`src/rtl/fpnew_pkg.sv`:
```
// Shared FPU types: formats, rounding modes, status flags and the sdotp chain sequencer states.
package fpnew_pkg;

    typedef enum logic [2:0] {
        FP32    = 3'd0,
        FP64    = 3'd1,
        FP16    = 3'd2,
        FP8     = 3'd3,
        FP16ALT = 3'd4
    } fp_format_e;

    typedef enum logic [2:0] {
        RNE = 3'b000,
        RTZ = 3'b001,
        RDN = 3'b010,
        RUP = 3'b011,
        RMM = 3'b100,
        ROD = 3'b101,
        DYN = 3'b111
    } roundmode_e;

    typedef struct packed {
        logic NV;
        logic DZ;
        logic OF;
        logic UF;
        logic NX;
    } status_t;

    // Shared with the planned pipelined chain variant.
    typedef enum logic [2:0] {
        SDC_IDLE  = 3'd0,
        SDC_ISSUE = 3'd1,
        SDC_WAIT  = 3'd2,
        SDC_DONE  = 3'd3,
        SDC_DRAIN = 3'd4
    } sdotp_chain_state_e;

endpackage

```
`src/rtl/fpnew_sdotp_chain_seq.sv`:
```
// Reduces a packed-vector dot product to NumPairs dependent two-element sdotp steps
// on one external unit, chaining each step result into the next addend.
module fpnew_sdotp_chain_seq
    import fpnew_pkg::*;
#(
    parameter int unsigned SrcWidth = 16,
    parameter int unsigned DstWidth = 32,
    parameter int unsigned NumPairs = 4,
    parameter type         TagType  = logic,
    localparam int unsigned VecWidth = 2 * NumPairs * SrcWidth
) (
    input  logic                clk_i,
    input  logic                rst_i,
    input  logic                flush_i,
    input  logic [VecWidth-1:0] op_a_i,
    input  logic [VecWidth-1:0] op_b_i,
    input  logic [DstWidth-1:0] acc_i,
    input  roundmode_e          rnd_mode_i,
    input  fp_format_e          src_fmt_i,
    input  fp_format_e          dst_fmt_i,
    input  TagType              tag_i,
    input  logic                in_valid_i,
    output logic                in_ready_o,
    output logic [SrcWidth-1:0] unit_a_o,
    output logic [SrcWidth-1:0] unit_b_o,
    output logic [SrcWidth-1:0] unit_c_o,
    output logic [SrcWidth-1:0] unit_d_o,
    output logic [DstWidth-1:0] unit_acc_o,
    output roundmode_e          unit_rnd_mode_o,
    output fp_format_e          unit_src_fmt_o,
    output fp_format_e          unit_dst_fmt_o,
    output logic                unit_valid_o,
    input  logic                unit_ready_i,
    input  logic [DstWidth-1:0] unit_result_i,
    input  status_t             unit_status_i,
    input  logic                unit_valid_i,
    output logic                unit_ready_o,
    output logic [DstWidth-1:0] result_o,
    output status_t             status_o,
    output TagType              tag_o,
    output logic                out_valid_o,
    input  logic                out_ready_i,
    output logic                busy_o
);

    localparam int unsigned KW = (NumPairs > 1) ? $clog2(NumPairs) : 1;
    localparam logic [KW-1:0] KLast = KW'(NumPairs - 1);

    sdotp_chain_state_e state_q, state_d;
    logic [KW-1:0]       k_q, k_d;
    logic [VecWidth-1:0] a_q, a_d;
    logic [VecWidth-1:0] b_q, b_d;
    logic [DstWidth-1:0] acc_q, acc_d;
    logic [DstWidth-1:0] res_q, res_d;
    status_t             status_q, status_d;
    roundmode_e          rnd_q, rnd_d;
    fp_format_e          src_fmt_q, src_fmt_d;
    fp_format_e          dst_fmt_q, dst_fmt_d;
    TagType              tag_q, tag_d;

    always_ff @(posedge clk_i or posedge rst_i) begin
        if (rst_i) begin
            state_q   <= SDC_IDLE;
            k_q       <= '0;
            a_q       <= '0;
            b_q       <= '0;
            acc_q     <= '0;
            res_q     <= '0;
            status_q  <= '0;
            rnd_q     <= RNE;
            src_fmt_q <= FP32;
            dst_fmt_q <= FP32;
            tag_q     <= '0;
        end else begin
            state_q   <= state_d;
            k_q       <= k_d;
            a_q       <= a_d;
            b_q       <= b_d;
            acc_q     <= acc_d;
            res_q     <= res_d;
            status_q  <= status_d;
            rnd_q     <= rnd_d;
            src_fmt_q <= src_fmt_d;
            dst_fmt_q <= dst_fmt_d;
            tag_q     <= tag_d;
        end
    end

    always_comb begin
        state_d   = state_q;
        k_d       = k_q;
        a_d       = a_q;
        b_d       = b_q;
        acc_d     = acc_q;
        res_d     = res_q;
        status_d  = status_q;
        rnd_d     = rnd_q;
        src_fmt_d = src_fmt_q;
        dst_fmt_d = dst_fmt_q;
        tag_d     = tag_q;

        unique case (state_q)
            SDC_IDLE: begin
                if (in_valid_i) begin
                    a_d       = op_a_i;
                    b_d       = op_b_i;
                    acc_d     = acc_i;
                    rnd_d     = rnd_mode_i;
                    src_fmt_d = src_fmt_i;
                    dst_fmt_d = dst_fmt_i;
                    tag_d     = tag_i;
                    k_d       = '0;
                    status_d  = '0;
                    state_d   = SDC_ISSUE;
                end
            end
            SDC_ISSUE: begin
                // A step handed over in the flush cycle still owes a response.
                if (flush_i) begin
                    state_d = unit_ready_i ? SDC_DRAIN : SDC_IDLE;
                end else if (unit_ready_i) begin
                    state_d = SDC_WAIT;
                end
            end
            SDC_WAIT: begin
                // A response arriving with the flush is consumed here, so nothing is left to drain.
                if (flush_i) begin
                    state_d = unit_valid_i ? SDC_IDLE : SDC_DRAIN;
                end else if (unit_valid_i) begin
                    res_d    = unit_result_i;
                    status_d = status_t'(status_q | unit_status_i);
                    if (k_q == KLast) begin
                        state_d = SDC_DONE;
                    end else begin
                        k_d     = k_q + 1'b1;
                        state_d = SDC_ISSUE;
                    end
                end
            end
            SDC_DONE: begin
                if (flush_i || out_ready_i) begin
                    state_d = SDC_IDLE;
                end
            end
            SDC_DRAIN: begin
                if (unit_valid_i) begin
                    state_d = SDC_IDLE;
                end
            end
            default: state_d = SDC_IDLE;
        endcase
    end

    always_comb begin
        unit_a_o = '0;
        unit_b_o = '0;
        unit_c_o = '0;
        unit_d_o = '0;
        for (int unsigned p = 0; p < NumPairs; p++) begin
            if (k_q == KW'(p)) begin
                unit_a_o = a_q[(2*p)*SrcWidth +: SrcWidth];
                unit_b_o = b_q[(2*p)*SrcWidth +: SrcWidth];
                unit_c_o = a_q[(2*p+1)*SrcWidth +: SrcWidth];
                unit_d_o = b_q[(2*p+1)*SrcWidth +: SrcWidth];
            end
        end
    end

    assign unit_acc_o      = (k_q == '0) ? acc_q : res_q;
    assign unit_rnd_mode_o = rnd_q;
    assign unit_src_fmt_o  = src_fmt_q;
    assign unit_dst_fmt_o  = dst_fmt_q;

    assign in_ready_o   = (state_q == SDC_IDLE);
    assign unit_valid_o = (state_q == SDC_ISSUE);
    assign unit_ready_o = (state_q == SDC_WAIT) || (state_q == SDC_DRAIN);
    assign out_valid_o  = (state_q == SDC_DONE);
    assign busy_o       = (state_q != SDC_IDLE);

    assign result_o = res_q;
    assign status_o = status_q;
    assign tag_o    = tag_q;

endmodule
```
`config.mk`:
```
export PLATFORM = sky130hd
export DESIGN_NAME = fpnew_sdotp_chain_seq
export DESIGN_NICKNAME = d
export VERILOG_FILES = /design/src/rtl/fpnew_pkg.sv /design/src/rtl/fpnew_sdotp_chain_seq.sv
export SDC_FILE = /design/constraint.sdc
export NUM_CORES = 1
export LEC_CHECK = 0
export CORE_MARGIN = 10
export CORE_UTILIZATION = 45
export DETAILED_ROUTE_END_ITERATION = 7
export PLACE_DENSITY = 0.77
export SYNTH_ARGS = -nofsm -noshare
export SYNTH_HDL_FRONTEND = slang
export SYNTH_SLANG_ARGS = --single-unit
export TNS_END_PERCENT = 30
```
`constraint.sdc`:
```
create_clock -name clk_i -period 19.9 [get_ports clk_i]
set_clock_uncertainty 0.05 [all_clocks]
set_input_delay 5.97 -clock clk_i [delete_from_list [all_inputs] [get_ports clk_i]]
set_output_delay 5.97 -clock clk_i [all_outputs]
set_load 0.02 [all_outputs]
```
-- Word-level counts from Yosys, hierarchy flattened
Cells that the tools add are included.
- register bits after elaboration: 340
- bits of input ports: 342
- $add $sub $neg: 1
- equal/unequal tests: 15
- mux-type cells: 37
- bitwise operators: 2
- reductions and logical operators: 11
- operators with widths (cell ; number):
    two-way mux 16 bit ; 16
    two-way mux 32 bit ; 1
    two-way mux 3 bit ; 9
    two-way mux 5 bit ; 3
    one-hot mux 3 bit (5 select lines) ; 1
    two-way mux 2 bit ; 5
    inequality test 2 bit (second input constant) ; 5
    one-hot mux 5 bit (2 select lines) ; 1
    AND reduction 5 bit ; 2
    == test 3 x 2 -> 1 bit (second input constant) ; 2
    bitwise OR 5 bit ; 1
    == test 2 bit (second input constant) ; 2
    one-hot mux 2 bit (2 select lines) ; 1
    AND reduction 4 bit ; 1
    == test 3 x 1 -> 1 bit (second input constant) ; 1
    == test 3 bit (second input constant) ; 1
    zero test 3 bit ; 1
    inequality test 3 x 2 -> 1 bit (second input constant) ; 1
    inequality test 3 bit (second input constant) ; 1
    AND reduction 3 bit ; 1
    nonzero test 3 bit ; 1
    adder 2 x 1 -> 2 bit (second input constant) ; 1
    == test 2 x 1 -> 1 bit (second input constant) ; 1
    zero test 2 bit ; 1
    other kinds (5) ; 6

-- Depth between registers and ports, before layout
- word-level depth: 5
- mapped depth: 8

-- Worst setup path before layout
No wires, ideal clock.
- kind: reg2out
- start point: reg k_q[0]
- end point: out unit_a_o[10]
- data arrival time: 2.068 ns
- data required time: 13.880 ns
- path slack: 11.812 ns
- cell stages (with the launch flop): 9
- buffers on the path: 3
- cell sequence: dfrtp_1 inv_1 ha_1 clkbuf_1 nor2b_1 buf_2 clkbuf_1 a221oi_1 o31ai_1
- cells in the longest elaborated chain, start to end: 5
- ends and longest elaborated chain (element ; line ; text):
    start, declared ; fpnew_sdotp_chain_seq.sv:50 ; logic [KW-1:0] k_q, k_d;
    start signal, assigned ; fpnew_sdotp_chain_seq.sv:76 ; k_q <= k_d;
    zero test 2 bit ; fpnew_sdotp_chain_seq.sv:160 ; if (k_q == KW'(p)) begin
    two-way mux 16 bit (3 in a row) ; fpnew_sdotp_chain_seq.sv:160 ;
    two-way mux 16 bit * ; fpnew_sdotp_chain_seq.sv:160 ;
    end, declared ; fpnew_sdotp_chain_seq.sv:24 ; output logic [SrcWidth-1:0] unit_a_o,
Every way passes the cells marked *; elsewhere a longest branch is shown, timed or not.

-- Worst setup path after layout
- start point: reg k_q[0]
- end point: out unit_a_o[0]
Same word-level chain as after synthesis.

==> flow_metrics.env <==
export IMPL_ys_top_cells_by_area="dfrtp_1 53%, mux2_4 23%, mux2_2 8.2%"
export IMPL_crit_path_max_fanout=51
export IMPL_core_mm2=0.03548
export IMPL_io_pins=490
export IMPL_status="finished clean"
export IMPL_cts_made_buffers=38
export IMPL_synth_edf_count=0
export IMPL_grt_setup_unrepaired="no"
export IMPL_yosysSeqAreaShare=0.5259
export IMPL_initial_core_util=0.4559
export IMPL_gp_routability_congestion=0.8729
export IMPL_vias_per_cell=5.330
export IMPL_worstHoldPathCells=1
export IMPL_final_antenna_net_count=0
export IMPL_muxShareOfSynthArea=0.3102
export IMPL_dr_pass1_iters=4
export IMPL_period_share=0.5140
export IMPL_synthCells=1125
export IMPL_p_leak_nw=10.03
export IMPL_final_setup_viol_count=0
export IMPL_crit_arrival_ns=4.21
export IMPL_grt_antenna_before_repair=17
export IMPL_max_freq_mhz=97.76
export IMPL_drv_slew=0
export IMPL_slew_headroom=0.2719
export IMPL_grt_pass1_wl_um=74300
export IMPL_synth_simple_gate_area_frac=0.03991
export IMPL_synth_xor_area_frac=0.0005414
export IMPL_cts_clk_slew_worst_paths_ns=0.05
export IMPL_yosysTopAreaCell="dfrtp_1"
export IMPL_required_ns=13.88
export IMPL_met2_usage=0.3469
export IMPL_r2r_cells=5
export IMPL_wl_per_cell_um=23.58
export IMPL_grt_remaining_overflow=0
export IMPL_placement_io_buffers=489
export IMPL_vias=11090
export IMPL_syn_avg_cell_area_um2=14.38
export IMPL_grt_start_max_net_pins=174
export IMPL_holdWs_ns=0.4484
export IMPL_die_y_um=209.6
export IMPL_ys_seq_elements=340
export IMPL_ys_top_cells_by_count="340 x dfrtp_1, 243 x mux2_4, 118 x mux2_2, 68 x nand2_1, 47 x nor2b_1"
export IMPL_num_rows=69
export IMPL_hold_violations=0
export IMPL_r2r_slack_ns=15.23
export IMPL_post_dp_hpwl_um=34160
export IMPL_clock_sinks=340
export IMPL_end_kind="primary output"
export IMPL_drive_gt1_frac=0.2797
export IMPL_ir_drop_v=0.0001469
export IMPL_synth_compound_area_frac=0.07820
export IMPL_ys_flop_type="dfrtp_1"
export IMPL_fin_ws_ns=9.671
export IMPL_synthArstFlopShare=1.000
export IMPL_critical_path_class="flip-flop to primary output"
export IMPL_cts_hold_buffers=0
export IMPL_cts_htree_levels=2
export IMPL_root_buffer="clkbuf_16"
export IMPL_grt_usage=0.2154
export IMPL_worst_slew_pin_slew_ns=1.092
export IMPL_maxCapViolations=0
export IMPL_wirelength_um=49050
export IMPL_fp_dieArea_mm2=0.04393
export IMPL_ys_types=34
export IMPL_min_period_ns=10.23
export IMPL_die_w_um=209.6
export IMPL_critPathLaunchType="flip-flop"
export IMPL_synth_top_family_by_area="multiplexers"
export IMPL_syn_num_nets=1471
export IMPL_grtUsageMet3=0.08537
export IMPL_areaGrowthSynthToFinish_pct=39.43
export IMPL_yosysMostFrequentCell="dfrtp_1"
export IMPL_drc=0
export IMPL_grt_pass1_vias=12230
export IMPL_place_ws_ns=9.601
export IMPL_postCtsSetupBuffers=0
export IMPL_fillCellCount=2619
export IMPL_clockBufferDepth=3
export IMPL_dr_first_iter_drc_count=640
export IMPL_syn_area_mm2=0.01618
export IMPL_clk_latency_ns=0.53
export IMPL_cts_tree="done"
export IMPL_cts_resized=0
export IMPL_holdCritPathClass="flip-flop to flip-flop"
export IMPL_synth_top_area_frac=0.5259
export IMPL_synth_warnings=0
export IMPL_grt_busiest_layer="met2"
export IMPL_power_density_mw_per_mm2=164.0
export IMPL_grt_use_met1=0.2557
export IMPL_yosys_area_share_adder=0.003094
export IMPL_final_setup_tns_ns=0
export IMPL_final_net_count=1925
cells in the final DEF (no fill, tap or decap), types with 37 or more instances in the layout:
| master | netlist | final |
|---|---|---|
| a21oi_1 | 37 | 37 |
| a221oi_1 | 46 | 46 |
| clkbuf_16 | 0 | 41 |
| clkdlybuf4s50_1 | 0 | 489 |
| dfrtp_1 | 340 | 340 |
| mux2_2 | 118 | 118 |
| mux2_4 | 243 | 243 |
| nand2_1 | 68 | 68 |
| nor2b_1 | 47 | 46 |
| o31ai_1 | 46 | 46 |
final timing paths:
path,startpoint,end
worst max-delay path,k_q[0],unit_a_o[0]
worst min-delay path,acc_q[5],acc_q[5]
worst max register to register,state_q[1],b_q[123]
worst min register to register,acc_q[5],acc_q[5]
max in group asynchronous,rst_i,b_q[95]
min in group asynchronous,rst_i,unit_src_fmt_o[0]
metal layers:
metal	vias up	share of wire	routed length [um]
met1	5637	0.40	19570
li1	4972	-	-
met2	366	0.48	23590
met3	95	0.089	4376
met5	-	0.0021	101
met4	16	0.029	1408
cells by family after synthesis:
kind of cell | count (synthesis)
AO/OA/AOI/OAI | 175
XOR/XNOR | 1
adder cells (fa/ha/maj) | 4
buffers and inverters | 113
flip-flops | 340
multiplexers | 365
AND/OR/NAND/NOR | 127
metrics by stage:
stage / cell area [um^2] / power [mW] / util / instances
2_1_floorplan: 16180 / 2.371 / - / 1125
3_3_place_gp: 21230 / 2.941 / 0.5983 / 2000
3_5_place_dp: 21230 / 2.983 / 0.5983 / 2000
4_1_cts: 22530 / 3.725 / 0.6350 / 2070
5_1_grt: 22550 / 3.883 / 0.6354 / 2076
6_report: 22560 / 3.700 / 0.6357 / 2080
state kept, by name, summed over array words and instances (netlist names):
register,flops
a_q,128
acc_q,32
b_q,128
k_q,2
result_o,32
state_q,3
status_o,5
tag_o,1
unit_dst_fmt_o,3
unit_rnd_mode_o,3
unit_src_fmt_o,3
power breakdown:
group	total [mW]	switching [mW]	internal [mW]
Combinational	1.72	0.719	1.00
Sequential	1.26	0.221	1.04
Clock	0.720	0.288	0.432
critical path, stage by stage, from the launching register on:
cell	delay, ns
dfrtp_1	0.47
inv_1	0.16
ha_2	0.18
buf_4	0.58
nor2b_4	0.31
buf_4	0.56
a221oi_1	0.17
o31ai_1	0.45
clkdlybuf4s50_1	0.70
final cells by class:
type,instances,area [um^2],share of cell area
Sequential cell,340,8508,0.3772
Antenna cell,10,25.02,0.001109
Inverter,25,101.3,0.004493
Timing Repair Buffer,502,5005,0.2219
Clock inverter,14,97.59,0.004327
Multi-Input combinational cell,672,7039,0.3121
Tap cell,461,576.8,0.02557
Clock buffer,56,1202,0.05331
Note: power is estimated with default switching activity, not from simulation.
